==> src/rtl/subsys_reset_sequencer.sv <==
// Reset sequencer for the PCIe/DDR3 subsystem: qualifies the MMCM locks, releases the resets in order
// and recovers on loss of lock or ready. Define SUBSYS_HEARTBEAT_EN to drive leds[7] from a heartbeat.
module subsys_reset_sequencer #(
    parameter int unsigned LOCK_STABLE_CYCLES = 1024,
    parameter int unsigned STAGGER_CYCLES     = 16,
    parameter int unsigned DDR_TIMEOUT_CYCLES = 16777216,
    parameter int unsigned CNT_W              = 25
) (
    input  logic       pcie_clk_125MHz,
    input  logic       sys_rst_n,
    input  logic       pcie_mmcm_locked,
    input  logic       ddr_mmcm_locked,
    input  logic       ddr_rdy,
    input  logic       sw_reset_req,
    output logic       mmcms_locked,
    output logic       ic_rst_n,
    output logic       ddr_user_rst,
    output logic       dma_rst_n,
    output logic       run,
    output logic       fault,
    output logic [2:0] state_code,
    output logic [7:0] lost_lock_cnt,
    output logic [7:0] leds
);

    localparam logic [CNT_W-1:0] LockLoad    = CNT_W'(LOCK_STABLE_CYCLES - 1);
    localparam logic [CNT_W-1:0] StaggerLoad = CNT_W'(STAGGER_CYCLES - 1);
    localparam logic [CNT_W-1:0] TimeoutLoad = CNT_W'(DDR_TIMEOUT_CYCLES - 1);
    localparam logic [CNT_W-1:0] CntOne      = CNT_W'(1);

    typedef enum logic [2:0] {
        StIdle     = 3'd0,
        StWaitLock = 3'd1,
        StStable   = 3'd2,
        StRelDdr   = 3'd3,
        StWaitDdr  = 3'd4,
        StRelDma   = 3'd5,
        StRun      = 3'd6,
        StFault    = 3'd7
    } state_e;

    state_e           state_q, state_d;
    logic [CNT_W-1:0] cnt_q, cnt_d;
    logic [1:0]       pcie_sync_q, ddr_sync_q, rdy_sync_q, rst_sync_q;
    logic             lk, rdy_sync;
    logic             mmcms_locked_q;
    logic             ic_rst_n_q, ic_rst_n_d;
    logic             ddr_user_rst_q, ddr_user_rst_d;
    logic             dma_rst_n_q, dma_rst_n_d;
    logic             run_q, run_d;
    logic             fault_q, fault_d;
    logic [7:0]       lost_q, lost_d;
    logic             heartbeat;

    always_ff @(posedge pcie_clk_125MHz or negedge sys_rst_n) begin
        if (!sys_rst_n) begin
            pcie_sync_q <= '0;
            ddr_sync_q  <= '0;
            rdy_sync_q  <= '0;
            rst_sync_q  <= '0;
        end else begin
            pcie_sync_q <= {pcie_sync_q[0], pcie_mmcm_locked};
            ddr_sync_q  <= {ddr_sync_q[0], ddr_mmcm_locked};
            rdy_sync_q  <= {rdy_sync_q[0], ddr_rdy};
            rst_sync_q  <= {rst_sync_q[0], 1'b1};
        end
    end

    assign lk       = pcie_sync_q[1] & ddr_sync_q[1];
    assign rdy_sync = rdy_sync_q[1];

    always_ff @(posedge pcie_clk_125MHz or negedge sys_rst_n) begin
        if (!sys_rst_n) begin
            state_q        <= StIdle;
            cnt_q          <= '0;
            mmcms_locked_q <= 1'b0;
            ic_rst_n_q     <= 1'b0;
            ddr_user_rst_q <= 1'b1;
            dma_rst_n_q    <= 1'b0;
            run_q          <= 1'b0;
            fault_q        <= 1'b0;
            lost_q         <= '0;
        end else begin
            state_q        <= state_d;
            cnt_q          <= cnt_d;
            mmcms_locked_q <= lk;
            ic_rst_n_q     <= ic_rst_n_d;
            ddr_user_rst_q <= ddr_user_rst_d;
            dma_rst_n_q    <= dma_rst_n_d;
            run_q          <= run_d;
            fault_q        <= fault_d;
            lost_q         <= lost_d;
        end
    end

    // Loss of lock is checked before counter expiry so it always wins.
    always_comb begin
        state_d = state_q;
        cnt_d   = cnt_q;
        if (sw_reset_req) begin
            state_d = StIdle;
        end else begin
            case (state_q)
                StIdle: state_d = StWaitLock;
                StWaitLock: begin
                    cnt_d = LockLoad;
                    if (lk) state_d = StStable;
                end
                StStable, StRelDdr, StRelDma: begin
                    if (!lk) begin
                        state_d = StWaitLock;
                    end else if (cnt_q == '0) begin
                        if (state_q == StStable) begin
                            state_d = StRelDdr;
                            cnt_d   = StaggerLoad;
                        end else if (state_q == StRelDdr) begin
                            state_d = StWaitDdr;
                            cnt_d   = TimeoutLoad;
                        end else begin
                            state_d = StRun;
                        end
                    end else begin
                        cnt_d = cnt_q - CntOne;
                    end
                end
                StWaitDdr: begin
                    if (!lk) begin
                        state_d = StWaitLock;
                    end else if (rdy_sync) begin
                        state_d = StRelDma;
                        cnt_d   = StaggerLoad;
                    end else if (cnt_q == '0) begin
                        state_d = StFault;
                    end else begin
                        cnt_d = cnt_q - CntOne;
                    end
                end
                StRun: if (!lk || !rdy_sync) state_d = StWaitLock;
                StFault: state_d = StFault;
                default: state_d = StIdle;
            endcase
        end
    end

    // Reset outputs are a pure decode of the next state, so reassertion is simultaneous.
    always_comb begin
        ic_rst_n_d     = 1'b0;
        ddr_user_rst_d = 1'b1;
        dma_rst_n_d    = 1'b0;
        run_d          = 1'b0;
        fault_d        = 1'b0;
        lost_d         = lost_q;
        case (state_d)
            StRelDdr: ic_rst_n_d = 1'b1;
            StWaitDdr, StRelDma: begin
                ic_rst_n_d     = 1'b1;
                ddr_user_rst_d = 1'b0;
            end
            StRun: begin
                ic_rst_n_d     = 1'b1;
                ddr_user_rst_d = 1'b0;
                dma_rst_n_d    = 1'b1;
                run_d          = 1'b1;
            end
            StFault: fault_d = 1'b1;
            default: ;
        endcase
        if (state_q == StRun && state_d == StWaitLock && lost_q != 8'hFF) begin
            lost_d = lost_q + 8'd1;
        end
    end

`ifdef SUBSYS_HEARTBEAT_EN
    logic [26:0] hb_q;

    always_ff @(posedge pcie_clk_125MHz or negedge sys_rst_n) begin
        if (!sys_rst_n) hb_q <= '0;
        else            hb_q <= hb_q + 27'd1;
    end

    assign heartbeat = hb_q[26];
`else
    assign heartbeat = run_q;
`endif

    assign mmcms_locked  = mmcms_locked_q;
    assign ic_rst_n      = ic_rst_n_q;
    assign ddr_user_rst  = ddr_user_rst_q;
    assign dma_rst_n     = dma_rst_n_q;
    assign run           = run_q;
    assign fault         = fault_q;
    assign state_code    = state_q;
    assign lost_lock_cnt = lost_q;
    assign leds = {heartbeat, fault_q, run_q, dma_rst_n_q, ~ddr_user_rst_q, ic_rst_n_q,
                   mmcms_locked_q, rst_sync_q[1]};

endmodule

==> config.mk <==
export PLATFORM = sky130hd
export DESIGN_NAME = subsys_reset_sequencer
export DESIGN_NICKNAME = d
export VERILOG_FILES = /design/src/rtl/subsys_reset_sequencer.sv
export SDC_FILE = /design/constraint.sdc
export NUM_CORES = 1
export LEC_CHECK = 0
export CORE_MARGIN = 2
export CORE_UTILIZATION = 40
export CTS_BUF_LIST = sky130_fd_sc_hd__clkbuf_4 sky130_fd_sc_hd__clkbuf_8 sky130_fd_sc_hd__clkbuf_16
export DETAILED_ROUTE_END_ITERATION = 16
export PLACE_DENSITY = 0.58
export SLEW_MARGIN = 20
export SYNTH_ARGS = -nofsm -noshare
export SYNTH_HDL_FRONTEND = slang
export SYNTH_SLANG_ARGS = --single-unit
==> constraint.sdc <==
create_clock -name pcie_clk_125MHz -period 3.53 [get_ports pcie_clk_125MHz]
set_input_delay 0.5295 -clock pcie_clk_125MHz [delete_from_list [all_inputs] [get_ports pcie_clk_125MHz]]
set_output_delay 0.5295 -clock pcie_clk_125MHz [all_outputs]
set_load 0.01 [all_outputs]
# Word level (Yosys, flattened, before mapping)
# Cells that the tools add are included.
[totals]
regBits = 49
out_inout_bits = 25
elab_cells = 70
input_bits = 6
[op_classes]
bitwise = 3
reduce_logical = 12
muxes = 23
n_eq_ne = 18
add_sub_neg = 2
[op_table]
columns = ["operator", "count"]
rows = [
  ["two-way mux 25 bit", 7],
  ["one-hot mux 25 bit (3 select lines)", 1],
  ["two-way mux 3 bit", 9],
  ["logical NOT 25 bit", 1],
  ["subtractor 25 x 1 -> 25 bit (second input constant)", 1],
  ["equality test 3 bit (second input constant)", 8],
  ["one-hot mux 3 bit (6 select lines)", 1],
  ["equality test 3 x 2 -> 1 bit (second input constant)", 3],
  ["adder 8 x 1 -> 8 bit (second input constant)", 1],
  ["inequality test 8 bit (second input constant)", 1],
  ["equality test 3 x 1 -> 1 bit (second input constant)", 2],
  ["AND reduction 6 bit", 1],
  ["OR reduction 3 bit", 2],
  ["two-way mux 1 bit", 4],
  ["inequality test 2 bit (second input constant)", 2],
  ["inequality test 4 bit (second input constant)", 1],
  ["OR reduction 4 bit", 1],
  ["logical NOT 3 bit", 1],
  ["inequality test 3 bit (second input constant)", 1],
  ["nonzero test 3 bit", 1],
  ["logical AND 1 bit", 2],
  ["logical NOT 1 bit", 2],
  ["two-way mux 2 bit", 1],
  ["NOT 1 bit", 2],
  ["2 further kinds", 2],
]

# Depth between registers and ports, before layout
# Gate-level depths: netlist of run 1.
[logic_depth]
word_depth = 10
ltp_mapped = 9
ltp_nobuf = 9

# Worst setup path before layout of run 1
# OpenSTA, ideal clock, no wires.
[synth_path]
kind = "register to register"
startpoint = "register cnt_q[17]"
endpoint = "register cnt_q[0]"
required_ns = 3.405
slack_ns = 1.062
stages_incl_launch_ff = 9
period_less_slack_ns = 2.468
arrival_time_ns = 2.343
setup_time_ns = 0.125
n_path_buf = 4
cell_sequence = "dfrtp_1 > or4_1 > buf_2 > or3_1 > buf_6 > o31a_1 > buf_6 > buf_6 > mux2_2"
[synth_between]
elab_chain_cells = 4
word_cells_on_any_way = 7
classes_between = "eq/ne: 2; mux: 3; reduce/logical: 2"
[synth_lines]
columns = ["element", "line_no", "source"]
rows = [
  ["from (decl)", "43", "logic [CNT_W-1:0] cnt_q, cnt_d;"],
  ["from (signal assigned)", "85", "cnt_q <= cnt_d;"],
  ["logical NOT 25 bit (*)", "112, 132", ""],
  ["two-way mux 25 bit", "112", "end else if (cnt_q == '0) begin"],
  ["two-way mux 25 bit", "110", "if (!lk) begin"],
  ["one-hot mux 25 bit (3 select lines)", "103", "case (state_q)"],
]
# Mark *: on every way between the ends. The rest lies on a longest branch, timed or not. The select of a mux whose other input is x is not followed.
# A chain may end at the register's enable or synchronous reset.

# Worst setup path after layout of run 1
[layout_path]
startpoint = "register cnt_q[17]"
endpoint = "register cnt_q[14]"
# Same word-level chain as after synthesis.

==> results of run 1 <==
report_power, final:
| part | internal [mW] | total [mW] | switching [mW] |
|---|---|---|---|
| Clock | 0.148 | 0.338 | 0.190 |
| Sequential | 0.578 | 0.599 | 0.0209 |
| Combinational | 0.0358 | 0.0850 | 0.0493 |
sequential cells by signal, indices dropped and copies added (netlist names):
name / count
pcie_sync_q: 2
ddr_user_rst: 1
fault: 1
lost_lock_cnt: 8
cnt_q: 25
mmcms_locked: 1
rst_sync_q: 2
ic_rst_n: 1
run: 1
state_code: 3
rdy_sync_q: 2
ddr_sync_q: 2
cells by family after synthesis:
family | share of synthesized area, %
adder cells (fa/ha/maj) | 0.945
XOR/XNOR | 2.65
flip-flops | 46.3
AND/OR/NAND/NOR | 21.3
other | 0.142
AO/OA/AOI/OAI | 20.1
buffers and inverters | 6.57
multiplexers | 1.98
metal layers:
layer | vias up | track usage, % | part of all wire [%]
met5 | - | 0 | 0
met4 | 0 | 5.19 | 1.2
met3 | 6 | 3.60 | 4.8
met2 | 54 | 24.7 | 45
met1 | 1026 | 23.5 | 49
li1 | 1064 | - | -
through the flow:
stage | power [mW] | cell area [µm²] | utilization [%] | cells | hold slack (ns)
finish | 1.02 | 3040 | 47.7 | 384 | 0.214
global placement | 0.695 | 2950 | 46.2 | 376 | 0.332
floorplan | 0.659 | 2650 | - | 281 | 0.234
CTS | 1.04 | 3040 | 47.7 | 384 | 0.238
detailed placement | 0.696 | 2950 | 46.2 | 376 | 0.335
global route | 1.08 | 3040 | 47.7 | 384 | 0.254
synthesized netlist by cell type (all sizes together), types with 3 or more instances:
library cell  count  area (µm²)
o22a             11        97.6
nor4              6        43.8
xnor2             5        43.8
dfrtp            48        1200
nand2            22        82.6
nor2b             3        18.8
nand2b            5        31.3
buf              14         118
nand4             4        31.3
a21oi            26         130
nor3             13        65.1
and3              4        30.0
nor2             28         105
o21ai            13        65.1
or3               8        50.1
or4               3        22.5
xor2              3        26.3
nand3             3        15.0
o31ai             5        51.3
a31oi             6        37.5
mux2i             3        30.0
clkbuf            4        15.0
inv              11        41.3
cell type report:
| cell class | instances | area (µm²) | share of cell area, % |
|---|---|---|---|
| clock inverter | 2 | 15.0 | 0.493 |
| tap | 77 | 96.3 | 3.16 |
| sequential | 49 | 1230 | 40.3 |
| multi-input combinational | 203 | 1250 | 41.0 |
| clock buffer | 6 | 76.3 | 2.51 |
| timing repair buffer | 36 | 340 | 11.2 |
| inverter | 11 | 41.3 | 1.36 |
worst paths after layout:
kind	slack, ns	cells after the start	start	to
worst min register to register	0.35	0	rst_sync_q[0]	rst_sync_q[1]
worst max-delay path	0.78	7	cnt_q[17]	cnt_q[14]
max in group asynchronous	2.52	2	sys_rst_n	ddr_user_rst
worst min-delay path	0.21	1	sys_rst_n	lost_lock_cnt[0]
worst max register to register	0.78	7	cnt_q[17]	cnt_q[14]
min in group pcie_clk_125MHz	0.35	0	rst_sync_q[0]	rst_sync_q[1]
cells in the final DEF, fill, tap and decap left out, drive strengths merged, types with 3 or more instances in the layout:
cell type,n
dfrtp,48
and3,4
xnor2,5
or4,3
nor2b,3
a21oi,26
clkdlybuf4s50,29
clkbuf,6
nand2b,5
buf,7
or3,8
o21ai,13
nor3,13
o22a,11
nand2,22
inv,11
nor4,6
nand4,4
nand3,3
o31ai,5
nor2,28
mux2i,3
xor2,3
a31oi,6
==> metrics.txt, run 1 <==
DRC errors left 0; cell row count 29; period utilization 78.0%; post-route ant nets 0; final clock skew 0.0120 ns; Iteration-0 DRC Markers 177; Post-CTS Resized 0; H-tree levels 2; drt total wl 5550 µm; CP Data Required Time 3.70 ns; grt ovf 0; RSZ-0062 raised after global routing no; Synth Register Bits 49; kind of start point of the critical path register; Crit. End Element register; RD Place Congestion 0.862; post-cts hold buffer count 0; final hold violations 0; Final Max Slew Viols 0; Yosys Warn Count 0; Max-Slew Margin vs Limit 56.3%; CP Cell Sequence or4_1 -> or3_1 -> o31ai_4 -> buf_4 -> nor2_1 -> mux2i_1 -> o21ai_0; Netlist Area Pre-Place 0.00265 mm²; core region area 0.00639 mm²; Area growth, synth to finish 14.9%; Ant. Diodes 0; Synth Flop Type dfrtp_1; setup_tns 0 ns; layout cells sized above 1 8.14%; I/O Buffers 30; clock sink count 49; area of the die 0.00729 mm²; vias 2150; Mapped Nets 289; WS Path Type reg2reg; width of the die 85.4 µm; fmax 0.363 GHz; CP Max Fanout 21; crit-path leading delay family simple AND/OR/NAND/NOR gates; minimum clock period 2.75 ns; Starting Density 41.5%; CTS Root Cell clkbuf_8; Post-synth EDFFs 0; setup bufs post-CTS 0; vias in the first global route 1992; Hold WC Path Type in2async; Critical Path AT 2.92 ns; Slew @ Worst Pin 0.650 ns; Detailed Routing Iterations Pass 1 4; vias per inst 5.60; crit-path max cell delay 0.64 ns; PwrDens 336 mW/mm²; Synth Area per Inst 9.43 µm²; initial antenna violation count 0; largest net degree at the start of global routing 27; Leakage 1.30 nW; sequential-to-total area share from yosys stat 46.3%; first-pass GRT wire length 9640 µm; Net count, final 314; status finished, final reports clean; worst path bufs/invs 1; Chip Height 85.4 µm; async set-or-reset flop fraction in the synthesized netlist 100%; clk slew on worst S/H paths 0.10 ns; worst slack, placed 0.604 ns; Max IR drop VDD 0.172 mV; global-route usage over all layers 16.4%; Setup violations, final 0; Layout fillers 634; Routed WL per cell 14.5 µm; post-synthesis cell type count 55; Post-Syn Instances 281; post-detail-place hpwl 3970 µm; TritonCTS clock tree yes; Clk Latency, worst-skew pair 0.31 ns; clock buffer depth 2; CTS Buf Count 5; Max-cap violations 0; CP max stage cell or4_1; IO Count 31; fin worst setup slack 0.776 ns
Note: power is estimated with default switching activity, not from simulation.
==> run 2: changes to the inputs <==
- PLACE_DENSITY: 0.58 -> 0.61
- clock period: 3.53 -> 2.5 ns (I/O delays scaled with it)
==> metrics.txt, run 2 (same netlist as run 1, synthesis figures left out) <==
Chip Height 85.4 µm; Hold WC Path Type in2async; post-route ant nets 0; first-pass GRT wire length 9700 µm; Clk Latency, worst-skew pair 0.30 ns; kind of start point of the critical path register; CTS Root Cell clkbuf_8; TritonCTS clock tree yes; placed cell count 397; Final Max Slew Viols 0; Reg with most FFs cnt_q; Slew @ Worst Pin 0.748 ns; fmax 0.411 GHz; non-filler cells, final 405; cell row count 29; final clock skew 0.00331 ns; Setup violations, final 0; most frequent cells in the layout 48 x dfrtp_1, 29 x clkdlybuf4s50_1, 28 x nor2_1; commonest non-fill, non-tap cell in the layout dfrtp_1; width of the die 85.4 µm; Max-Slew Margin vs Limit 50.1%; global-route usage over all layers 16.5%; CP Cell Sequence or4_4 -> or3_1 -> or3_1 -> or3_1 -> a21oi_1 -> o22a_1; Max-cap violations 0; cell mode on critical path or3_1; layout cells sized above 1 15.5%; CP Data Required Time 2.75 ns; CP max stage cell or4_4; WS Path Type reg2reg; Ant. Diodes 0; Iteration-0 DRC Markers 105; Area growth, synth to finish 23.1%; crit-path max cell delay 0.57 ns; DRC errors left 0; setup_tns 0 ns; Starting Density 41.5%; max reg flops 25; Crit. End Element register; largest net degree at the start of global routing 36; RD Place Congestion 0.872; CTS Buf Count 5; period utilization 97.4%; vias in the first global route 2084; I/O Buffers 30; clock buffer depth 2; core region area 0.00639 mm²; Routed WL per cell 14.1 µm; R2R cell count 6; clock sink count 49; vias per inst 5.44; Max IR drop VDD 0.245 mV; clk slew on worst S/H paths 0.09 ns; PwrDens 478 mW/mm²; status finished, final reports clean; minimum clock period 2.43 ns; post-detail-place hpwl 4210 µm; CP Max Fanout 5; Leakage 1.42 nW; IO Count 31; vias 2205; grt ovf 0; area of the die 0.00729 mm²; drt total wl 5690 µm; Detailed Routing Iterations Pass 1 4; final hold violations 0; H-tree levels 2; hold_ws 0.129 ns; Critical Path AT 2.68 ns; initial antenna violation count 0; Net count, final 335
==> run 2: cell count changes in the layout (fill, tap and decap cells not counted), sizes merged <==
cell / change
clkinv: +1
clkinvlp: -1
buf: +21
bufinv: +1
clkbuf: -1
==> run 2: stage by stage <==
| step | total power, mW | util, % | setup WS, ns | instance area (µm²) |
|---|---|---|---|---|
| floorplan | 0.931 | - | 0.0321 | 2650 |
| global route | 1.64 | 51.1 | -0.00284 | 3260 |
| CTS | 1.58 | 50.7 | 0.0354 | 3240 |
| finish | 1.56 | 51.1 | 0.0662 | 3260 |
| detailed placement | 1.00 | 48.9 | 0.0523 | 3120 |
| global placement | 1.00 | 48.9 | 0.0860 | 3120 |
==> run 2: where the power goes <==
part           switching (mW)  leakage, nW  total, mW  internal, mW
sequential             0.0258        0.614      0.842         0.817
clock                   0.273       0.0543      0.572         0.300
combinational          0.0779        0.754      0.145        0.0666
total                   0.376         1.42       1.56          1.18
==> run 2: routing by layer <==
layer | track usage, % | vias up | wire, µm
met2 | 24.4 | 54 | 2560
met1 | 23.6 | 1033 | 2820
met4 | 6.78 | 0 | 89
met3 | 3.50 | 8 | 218
met5 | 0 | - | 0
li1 | - | 1110 | -
==> run 2: worst paths after layout <==
check	slack [ns]	start	endpoint
worst max-delay path	0.07	cnt_q[0]	cnt_q[15]
worst min-delay path	0.13	sys_rst_n	lost_lock_cnt[3]
worst max register to register	0.07	cnt_q[0]	cnt_q[15]
worst min register to register	0.36	ddr_sync_q[0]	ddr_sync_q[1]
max in group asynchronous	1.76	sys_rst_n	cnt_q[11]
min in group pcie_clk_125MHz	0.36	ddr_sync_q[0]	ddr_sync_q[1]
==> run 2: area by class of cell <==
| class | instances | area (µm²) |
|---|---|---|
| timing repair buffer | 57 | 510 |
| fill | 601 | 3120 |
| multi-input combinational | 203 | 1270 |
| inverter | 11 | 41.3 |
| sequential | 49 | 1230 |
| tap | 77 | 96.3 |
| clock inverter | 3 | 46.3 |
| clock buffer | 5 | 68.8 |
==> run 2: worst max-delay path: cells and delay by family (launching register included) <==
kind / cells / cell delay (ns)
AO/OA/AOI/OAI: 2 / 0.30
flip-flops: 1 / 0.43
AND/OR/NAND/NOR: 4 / 1.64
==> run 2: what timing repair did <==
item	in CTS	in global routing
gates resized for setup	0	5
buffers inserted	0	0
hold buffers	0	0
setup endpoints to repair	0	25
